### src/rtl/metropolis_exp_if.sv
`default_nettype none
// ============================================================================
//  Module      : metropolis_exp_if
//  Description : Handshake/data bundle between the node controller (master)
//                and the Metropolis acceptance evaluator (slave).
//  Ports       : exp_init/exp_run/exp_fin  controller sequence strobes
//                exp_recip [16:0]          Q2.15 series reciprocal 1/n
//                exp_x     [14:0]          Q3.12 exponent magnitude a
//                exp_neg                   delta <= 0, accept unconditionally
//                rand_i    [15:0]          Q0.16 uniform random value
//                exp_val   [16:0]          Q1.16 exp(-a) result
//                accept/accept_valid       decision and its one-cycle strobe
//                seq_err                   one-cycle protocol-violation strobe
//  Revision    : 1.0  initial release
// ============================================================================
interface metropolis_exp_if;
    logic        exp_init;
    logic        exp_run;
    logic        exp_fin;
    logic [16:0] exp_recip;
    logic [14:0] exp_x;
    logic        exp_neg;
    logic [15:0] rand_i;
    logic [16:0] exp_val;
    logic        accept;
    logic        accept_valid;
    logic        seq_err;

    modport master (
        output exp_init, exp_run, exp_fin, exp_recip, exp_x, exp_neg, rand_i,
        input  exp_val, accept, accept_valid, seq_err
    );

    modport slave (
        input  exp_init, exp_run, exp_fin, exp_recip, exp_x, exp_neg, rand_i,
        output exp_val, accept, accept_valid, seq_err
    );
endinterface
`default_nettype wire

### src/rtl/metropolis_exp.sv
`default_nettype none
// ============================================================================
//  Module      : metropolis_exp
//  Description : Metropolis acceptance test. Evaluates exp(-a) with a 15-term
//                Horner Taylor series stepped by the node controller, then
//                compares it against a uniform random value.
//  Ports       : clk    - clock, rising edge
//                reset  - synchronous active-high reset
//                bus    - metropolis_exp_if.slave (sequence in, decision out)
//  Parameters  : LFSR_SEED - non-zero LFSR reset seed (LFSR build only)
//  Build macro : METROPOLIS_LFSR_EN - when defined, an internal 16-bit Galois
//                LFSR (taps 0xB400) replaces rand_i as the random source.
//  Revision    : 1.0  initial release
// ============================================================================
module metropolis_exp #(
    parameter logic [15:0] LFSR_SEED = 16'hACE1
) (
    input  wire logic       clk,
    input  wire logic       reset,
    metropolis_exp_if.slave bus
);

    typedef enum logic [1:0] {
        S_IDLE = 2'd0,
        S_ITER = 2'd1,
        S_DONE = 2'd2
    } state_t;

    localparam logic signed [31:0] c_ONE_Y  = 32'sh0001_0000;
    localparam logic        [16:0] c_ONE_EV = 17'h10000;

    state_t             state_q, state_d;
    logic [3:0]         step_q, step_d;
    logic signed [31:0] y_q, y_d;
    logic [14:0]        x_q, x_d;
    logic               neg_q, neg_d;
    logic [16:0]        exp_val_q, exp_val_d;
    logic               accept_q, accept_d;
    logic               accept_valid_q, accept_valid_d;
    logic               seq_err_q, seq_err_d;

    logic [31:0]        w_tx_prod;
    logic [16:0]        w_t;
    logic signed [49:0] w_p_full;
    logic signed [49:0] w_p;
    logic signed [49:0] w_y_wide;
    logic signed [31:0] w_y_next;
    logic [16:0]        w_clamped;
    logic [15:0]        w_rand;

    // One Horner step: t = x/n (Q.12), p = t*y (Q.16), y' = 1 - p.
    assign w_tx_prod = {17'd0, x_q} * {15'd0, bus.exp_recip};
    assign w_t       = 17'(w_tx_prod >> 15);
    assign w_p_full  = $signed({33'd0, w_t}) * $signed({{18{y_q[31]}}, y_q});
    assign w_p       = w_p_full >>> 12;
    assign w_y_wide  = 50'sd65536 - w_p;

    always_comb begin
        w_y_next = w_y_wide[31:0];
        if (w_y_wide > 50'sd2147483647) begin
            w_y_next = 32'sh7FFF_FFFF;
        end else if (w_y_wide < -50'sd2147483648) begin
            w_y_next = 32'sh8000_0000;
        end
    end

    // Series result limited to the representable probability range [0, 1.0].
    always_comb begin
        w_clamped = w_y_next[16:0];
        if (w_y_next[31]) begin
            w_clamped = 17'd0;
        end else if (w_y_next > c_ONE_Y) begin
            w_clamped = c_ONE_EV;
        end
    end

`ifdef METROPOLIS_LFSR_EN
    logic [15:0] lfsr_q, lfsr_d;

    assign w_rand = lfsr_q;

    // Advance once per decision, after the current value has been used.
    always_comb begin
        lfsr_d = lfsr_q;
        if (accept_valid_d) begin
            lfsr_d = {1'b0, lfsr_q[15:1]} ^ (lfsr_q[0] ? 16'hB400 : 16'h0000);
        end
    end

    always_ff @(posedge clk) begin
        if (reset) begin
            lfsr_q <= LFSR_SEED;
        end else begin
            lfsr_q <= lfsr_d;
        end
    end
`else
    assign w_rand = bus.rand_i;
`endif

    always_comb begin
        state_d        = state_q;
        step_d         = step_q;
        y_d            = y_q;
        x_d            = x_q;
        neg_d          = neg_q;
        exp_val_d      = exp_val_q;
        accept_d       = accept_q;
        accept_valid_d = 1'b0;
        seq_err_d      = 1'b0;

        if (bus.exp_init) begin
            // A start always wins; anything but a clean start from IDLE is flagged.
            x_d       = bus.exp_x;
            neg_d     = bus.exp_neg;
            y_d       = c_ONE_Y;
            step_d    = 4'd15;
            state_d   = S_ITER;
            seq_err_d = (state_q != S_IDLE) || bus.exp_fin;
        end else if (bus.exp_fin) begin
            accept_valid_d = 1'b1;
            state_d        = S_IDLE;
            if (state_q == S_DONE) begin
                accept_d = neg_q | ({1'b0, w_rand} < exp_val_q);
            end else begin
                // No valid series result: only the unconditional case accepts.
                accept_d  = neg_q;
                seq_err_d = 1'b1;
            end
        end else if ((state_q == S_ITER) && bus.exp_run) begin
            y_d    = w_y_next;
            step_d = step_q - 4'd1;
            if (step_q == 4'd1) begin
                state_d   = S_DONE;
                exp_val_d = w_clamped;
            end
        end
    end

    always_ff @(posedge clk) begin
        if (reset) begin
            state_q        <= S_IDLE;
            step_q         <= 4'd0;
            y_q            <= 32'sd0;
            x_q            <= 15'd0;
            neg_q          <= 1'b0;
            exp_val_q      <= 17'd0;
            accept_q       <= 1'b0;
            accept_valid_q <= 1'b0;
            seq_err_q      <= 1'b0;
        end else begin
            state_q        <= state_d;
            step_q         <= step_d;
            y_q            <= y_d;
            x_q            <= x_d;
            neg_q          <= neg_d;
            exp_val_q      <= exp_val_d;
            accept_q       <= accept_d;
            accept_valid_q <= accept_valid_d;
            seq_err_q      <= seq_err_d;
        end
    end

    assign bus.exp_val      = exp_val_q;
    assign bus.accept       = accept_q;
    assign bus.accept_valid = accept_valid_q;
    assign bus.seq_err      = seq_err_q;

endmodule
`default_nettype wire

### src/flat_wrapper.sv
// flat-port wrapper written by rule: the top's interface ports become plain ports
module metropolis_exp_flat 
#(
    parameter logic [15:0] LFSR_SEED = 16'hACE1
)
  (clk, reset, bus_exp_init, bus_exp_run, bus_exp_fin, bus_exp_recip, bus_exp_x, bus_exp_neg, bus_rand_i, bus_exp_val, bus_accept, bus_accept_valid, bus_seq_err);
  metropolis_exp_if bus_i ();
  input  wire logic clk;
  input  wire logic reset;
  input wire logic [$bits(bus_i.exp_init)-1:0] bus_exp_init;
  input wire logic [$bits(bus_i.exp_run)-1:0] bus_exp_run;
  input wire logic [$bits(bus_i.exp_fin)-1:0] bus_exp_fin;
  input wire logic [$bits(bus_i.exp_recip)-1:0] bus_exp_recip;
  input wire logic [$bits(bus_i.exp_x)-1:0] bus_exp_x;
  input wire logic [$bits(bus_i.exp_neg)-1:0] bus_exp_neg;
  input wire logic [$bits(bus_i.rand_i)-1:0] bus_rand_i;
  output wire logic [$bits(bus_i.exp_val)-1:0] bus_exp_val;
  output wire logic [$bits(bus_i.accept)-1:0] bus_accept;
  output wire logic [$bits(bus_i.accept_valid)-1:0] bus_accept_valid;
  output wire logic [$bits(bus_i.seq_err)-1:0] bus_seq_err;
  assign bus_i.exp_init = bus_exp_init;
  assign bus_i.exp_run = bus_exp_run;
  assign bus_i.exp_fin = bus_exp_fin;
  assign bus_i.exp_recip = bus_exp_recip;
  assign bus_i.exp_x = bus_exp_x;
  assign bus_i.exp_neg = bus_exp_neg;
  assign bus_i.rand_i = bus_rand_i;
  assign bus_exp_val = bus_i.exp_val;
  assign bus_accept = bus_i.accept;
  assign bus_accept_valid = bus_i.accept_valid;
  assign bus_seq_err = bus_i.seq_err;
  metropolis_exp #(.LFSR_SEED(LFSR_SEED)) u_core (.clk(clk), .reset(reset), .bus(bus_i));
endmodule
### config.mk
export PLATFORM = sky130hd
export DESIGN_NAME = metropolis_exp_flat
export DESIGN_NICKNAME = d
export VERILOG_FILES = /design/src/rtl/metropolis_exp_if.sv /design/src/rtl/metropolis_exp.sv /design/src/flat_wrapper.sv
export SDC_FILE = /design/constraint.sdc
export NUM_CORES = 2
export LEC_CHECK = 0
export ABC_AREA = 1
export BUFFER_PORTS_ARGS = -buffer_cell sky130_fd_sc_hd__buf_2
export CORE_MARGIN = 10
export CORE_UTILIZATION = 30
export CTS_CLUSTER_DIAMETER = 80
export DETAILED_ROUTE_END_ITERATION = 8
export GPL_ROUTABILITY_DRIVEN = 0
export PLACE_DENSITY = 0.53
export SYNTH_ARGS = -nofsm -noshare
export SYNTH_HDL_FRONTEND = slang
export SYNTH_SLANG_ARGS = --single-unit
### constraint.sdc
create_clock -name clk -period 19.3 [get_ports clk]
set_input_delay 2.895 -clock clk [delete_from_list [all_inputs] [get_ports clk]]
set_output_delay 2.895 -clock clk [all_outputs]
set_load 0.01 [all_outputs]
# Word level (Yosys, flattened, before mapping)
# Index checks and enable logic that the tools add are counted.
[totals] in_bits=54 out_inout_bits=20 register_bits=74
[classes] n_lt_le_gt_ge=4 multipliers=2 reduce_logical=14 n_mux=19 addsub=2 n_bitwise=3 eq_ne=4
[ops] cell="$mux 17" n=5
[ops] cell="$mux 32" n=2
[ops] cell="$gt 50x32->1 const B" n=1
[ops] cell="$lt 50x32->1 const B" n=1
[ops] cell="$mul 18x32->50" n=1
[ops] cell="$sub 18x38->39 const A" n=1
[ops] cell="$gt 32x18->1 const B" n=1
[ops] cell="$mul 15x17->32" n=1
[ops] cell="$lt 16x17->1" n=1
[ops] cell="$mux 4" n=3
[ops] cell="$reduce_and 2->1" n=5
[ops] cell="$mux 1" n=9
[ops] cell="$reduce_bool 3->1" n=2
[ops] cell="$eq 4x1->1 const B" n=1
[ops] cell="$reduce_and 4->1" n=1
[ops] cell="$reduce_bool 2->1" n=2
[ops] cell="$sub 4x1->4 const B" n=1
[ops] cell="$reduce_or 3->1" n=1
[ops] cell="$eq 2x1->1 const B" n=1
[ops] cell="$eq 2x2->1 const B" n=1
[ops] cell="$ne 2x2->1 const B" n=1
[ops] cell="$not 1->1" n=2
[ops] cell="$reduce_or 2->1" n=1
[ops] cell="$logic_and 1x1->1" n=1
[ops] cell="2 further kinds" n=2

# Depth between registers and ports, before layout
[logic_depth] word_depth=9 ltp_mapped=84

# Least setup slack after synthesis
# No wires, ideal clock.
[synth_path] path_type="input port to flip-flop" startpoint="in bus_exp_recip[10]" endpoint="reg u_core.exp_val_q[2], in the netlist u_core.bus.exp_val[2]" cell_stages=74 setup_slack_ns=4.228 arrival_ns=15.001 path_buffers=4 path_cell_list="clkbuf_1 > nand2_1 > inv_1 > fa_1 > inv_1 > fa_1 > inv_1 > fa_1 > inv_1 > fa_1 > inv_1 > fa_1 > inv_1 > fa_1 > inv_1 > ha_1 > a21oi_1 > o21a_1 > (+38 left out) > nand3_2 > nand2_4 > nand2_4 > o21ai_2 > nand2_1 > nor2_1 > nand3_2 > nand2_2 > buf_6 > nand3_2 > clkinv_1 > nand3_1 > nor2_2 > nand3_2 > nand2_4 > buf_6 > nand2_1 > a21oi_1"
[synth_between] elab_chain_cells=9
[synth_rtl] element="start, declared" line="flat_wrapper.sv:13" source="input wire logic [$bits(bus_i.exp_recip)-1:0] bus_exp_recip;"
[synth_rtl] element="$mul 15x17->32 (*)" line="metropolis_exp.sv:52" source="assign w_tx_prod = {17'd0, x_q} * {15'd0, bus.exp_recip};"
[synth_rtl] element="$mul 18x32->50 (*)" line="metropolis_exp.sv:54" source="assign w_p_full = $signed({33'd0, w_t}) * $signed({{18{y_q[31]}}, y_q});"
[synth_rtl] element="$sub 18x38->39 (*)" line="metropolis_exp.sv:56" source="assign w_y_wide = 50'sd65536 - w_p;"
[synth_rtl] element="$lt 50x32->1" line="metropolis_exp.sv:62" source="end else if (w_y_wide < -50'sd2147483648) begin"
[synth_rtl] element="$mux 32" line="metropolis_exp.sv:62"
[synth_rtl] element="$mux 32 (*)" line="metropolis_exp.sv:60" source="if (w_y_wide > 50'sd2147483647) begin"
[synth_rtl] element="$gt 32x18->1" line="metropolis_exp.sv:72" source="end else if (w_y_next > c_ONE_Y) begin"
[synth_rtl] element="$mux 17" line="metropolis_exp.sv:72"
[synth_rtl] element="$mux 17 (*)" line="metropolis_exp.sv:70" source="if (w_y_next[31]) begin"
[synth_rtl] element="end signal, assigned" line="metropolis_exp.sv:157" source="exp_val_q <= exp_val_d;"
[synth_rtl] element="end, declared" line="metropolis_exp.sv:37" source="logic [16:0] exp_val_q, exp_val_d;"
# Mark *: on every way between the ends. The rest lies on a longest branch, timed or not.
# A chain may end at the register's enable or synchronous reset.

# Worst setup path in the final report
[layout_path] startpoint="in bus_exp_recip[10]" endpoint="reg u_core.y_q[22]"
[layout_between] elab_chain_cells=6
[layout_rtl] element="$mul 15x17->32 (*)" line="metropolis_exp.sv:52"
[layout_rtl] element="$mul 18x32->50 (*)" line="metropolis_exp.sv:54"
[layout_rtl] element="$sub 18x38->39 (*)" line="metropolis_exp.sv:56"
[layout_rtl] element="$lt 50x32->1" line="metropolis_exp.sv:62"
[layout_rtl] element="$mux 32" line="metropolis_exp.sv:62"
[layout_rtl] element="$mux 32 (*)" line="metropolis_exp.sv:60"
[layout_rtl] element="end signal, assigned" line="metropolis_exp.sv:154" source="y_q <= y_d;"
[layout_rtl] element="end, declared" line="metropolis_exp.sv:34" source="logic signed [31:0] y_q, y_d;"
# Marked as above.

==> flow_metrics.tcl <==
set metrics [dict create \
    ctsHoldBuffers 0 \
    wl_per_cell_um 18.7 \
    tightest_slew_ns 1.16 \
    fin_setup_tns_ns 0 \
    vias 27200 \
    rr_startpoint "u_core.x_q[6]$_SDFFE_PP0P_" \
    synth_cells 4387 \
    dp_slack_ns 1.51 \
    rsz0062_at_grt "false" \
    coreArea_mm2 0.108 \
    drive_gt1_share_pct 5.03 \
    ys_ff_latch 74 \
    die_h_um 350 \
    worstSetupEndpointType "flop" \
    final_common_cell "inv_1" \
    final-hold-violation-count 0 \
    clock-sinks 74 \
    syn_to_final_growth_pct 6.36 \
    setup_viol_count_final 0 \
    skew_ns 0.0155 \
    min_from "u_core.neg_q$_SDFFE_PP0P_" \
    synth.avg_cell_area_um2 7.43 \
    io-pin-count 74 \
    arrival_ns 17.78 \
    slew_headroom_pct 22.3 \
    yosysWarnings 0 \
    cts_tree "yes" \
    worstReg2RegEnd "u_core.y_q[22]$_SDFFE_PP0P_" \
    synth_cell_types 47 \
    cts-root-buf "clkbuf_16" \
    die_w_um 350 \
    post-cts-setup-buffer-count 0 \
    finalWirelength_mm 108 \
    htree_num_levels 3 \
    synthTopCellsByArea "fa_1 (44%), inv_1 (14%), nand2_1 (12%)" \
    period_needed_ns 17.57 \
    vias_per_cell 4.73 \
    startpoint "bus_exp_recip[10]" \
    fmax_ghz 0.0569 \
    hold_class "flop to flop" \
    antenna_left 0 \
    grt_pass1_vias 29000 \
    synth.top_cell.area_share_pct 43.7 \
    clk_pin_slew_ns 0.07 \
    grt_usage_pct 18.1 \
    drt_iter0_drc 1988 \
    clock_latency_ns 0.39 \
    period_share_pct 91.0 \
    grt_start_max_net_pins 45 \
    start_util_pct 30.3 \
    crit_buf_inv 13 \
    nets 5339 \
    cpMostUsedCell "fa_1" \
    hold-path-endpoint "u_core.neg_q$_SDFFE_PP0P_" \
    fin_ws_ns 1.73 \
    die_area_mm2 0.122 \
    synthFlopType "dfxtp_1" \
    clock_path_buffers 2 \
    slew_violations 0 \
    yosysSeqAreaShare_pct 4.55 \
    fill_cells 11700 \
    grt_pass1_wl_mm 172 \
    status "completed" \
    grt_overflow 0 \
    ctsResizeCount 0 \
    worstHoldPathCells 2 \
    antenna_found_initial 1 \
    synth_edf_count 0 \
    port_buffers 73 \
    slowest_stage "inv_1" \
    crit_required_ns 19.51 \
    rows 120 \
    drc 0 \
    dp_hpwl_mm 89.4 \
    r2r_setup_slack_ns 3.74 \
    reg2reg_depth 56 \
    cts_buffers 9 \
    layout_common_cells "inv_1 (1183), nand2_1 (1057), fa_1 (711)" \
    syn-num-nets 5379 \
    cp_top_family "adder cells" \
    yosysTopAreaCell "fa_1" \
    start_kind "input pin" \
    max_stage_delay_ns 1.02 \
    cp_max_fo 24 \
    drt_pass1_iterations 7 \
    setup.worst_path.class "input pin to flop" \
    async_flop_share_pct 0 \
    drv_cap 0 \
    synthesis.area_mm2 0.0326 \
]
## worst register-to-register path, delay by kind of cell, from the launching register on
kind	cells	cell delay, ns
and+or+nand+nor	26	3.72
adders and majority gates	14	6.96
buffers and inverters	9	1.91
AOI/OAI and AO/OA	7	1.91
DFF	1	0.87
## layout make-up
cell class | count | area [um^2] | area share (%)
clock inverters | 6 | 71.3 | 0.206
inverters | 1198 | 4500 | 13.0
repair buffers | 104 | 598 | 1.73
multi-input cells | 2960 | 26000 | 75.1
flip-flops and latches | 74 | 1480 | 4.27
well taps | 1403 | 1760 | 5.07
diodes | 1 | 2.50 | 0.00722
clock buffers | 10 | 239 | 0.690
## flip-flops by register name, summed over array words and instances, names as in the netlist, 2 cells and up
name,cells
u_core.state_q,2
u_core.bus.exp_val,17
u_core.x_q,15
u_core.step_q,4
u_core.y_q,32
## worst max path at each step
stage / to / slack (ns) / cells after the start
3_3_place_gp: u_core.y_q[22]$_SDFFE_PP0P_ / 1.60 / 59
4_1_cts: u_core.y_q[22]$_SDFFE_PP0P_ / 1.85 / 70
2_1_floorplan: u_core.bus.exp_val[2]$_SDFFE_PP0P_ / 4.23 / 74
3_5_place_dp: u_core.bus.exp_val[13]$_SDFFE_PP0P_ / 1.51 / 72
6_report: u_core.y_q[22]$_SDFFE_PP0P_ / 1.73 / 60
5_1_grt: u_core.bus.exp_val[14]$_SDFFE_PP0P_ / 0.69 / 73
## Yosys cell counts (2+ instances only)
library cell  number
nor3_2             4
fa_1             711
ha_1             227
xnor2_1           15
nor2_2            16
o41ai_1            3
o211ai_1          15
o21a_1             4
or2_2             15
nor2_1           409
clkbuf_1         137
nand4_1           28
a211oi_1           3
buf_6              4
o221ai_1           3
nand3_1          169
xnor2_2            2
a21oi_2            2
nand3_2            9
nand3b_1           9
inv_2              5
nor3_1             9
nand2_1         1058
a31oi_1            4
and2_1             4
inv_1           1183
nand2_4            4
a21o_1             3
buf_1              7
a21boi_0           2
a21oi_1          103
buf_2              7
a221oi_1          12
dfxtp_1           74
nor2_4             4
nand2_2           30
xor2_1            28
o21ai_0           47
clkinv_1          10
## cell families (layout without fill, tap and decap cells)
logic type,count (synthesis),after routing,synth area share [%]
AOI/OAI and AO/OA,205,205,3.63
xor gates and xnor gates,45,45,1.26
adders and majority gates,938,938,52.4
buffers and inverters,1353,1318,15.7
DFF,74,74,4.55
other,0,1,0
and+or+nand+nor,1772,1772,22.5
## layer usage
| metal | vias to the layer above | track usage [%] | routed length [um] |
|---|---|---|---|
| met5 | - | 0 | 10 |
| met4 | 2 | 5.65 | 3710 |
| met3 | 167 | 2.80 | 7130 |
| met2 | 864 | 30.8 | 51200 |
| met1 | 13700 | 23.4 | 45500 |
| li1 | 12500 | - | - |
## per-stage QoR
stage | hold slack (ns) | instances | utilization [%] | cell area (um^2)
6_report | 0.482 | 5756 | 32.2 | 34700
2_1_floorplan | 0.436 | 4387 | - | 32600
5_1_grt | 0.521 | 5755 | 32.2 | 34700
4_1_cts | 0.483 | 5755 | 32.2 | 34700
3_3_place_gp | 0.455 | 5739 | 31.9 | 34300
3_5_place_dp | 0.466 | 5739 | 31.9 | 34300
Power is not shown: default switching activity piles up to over one toggle a cycle in this logic, so the estimate is an artifact.
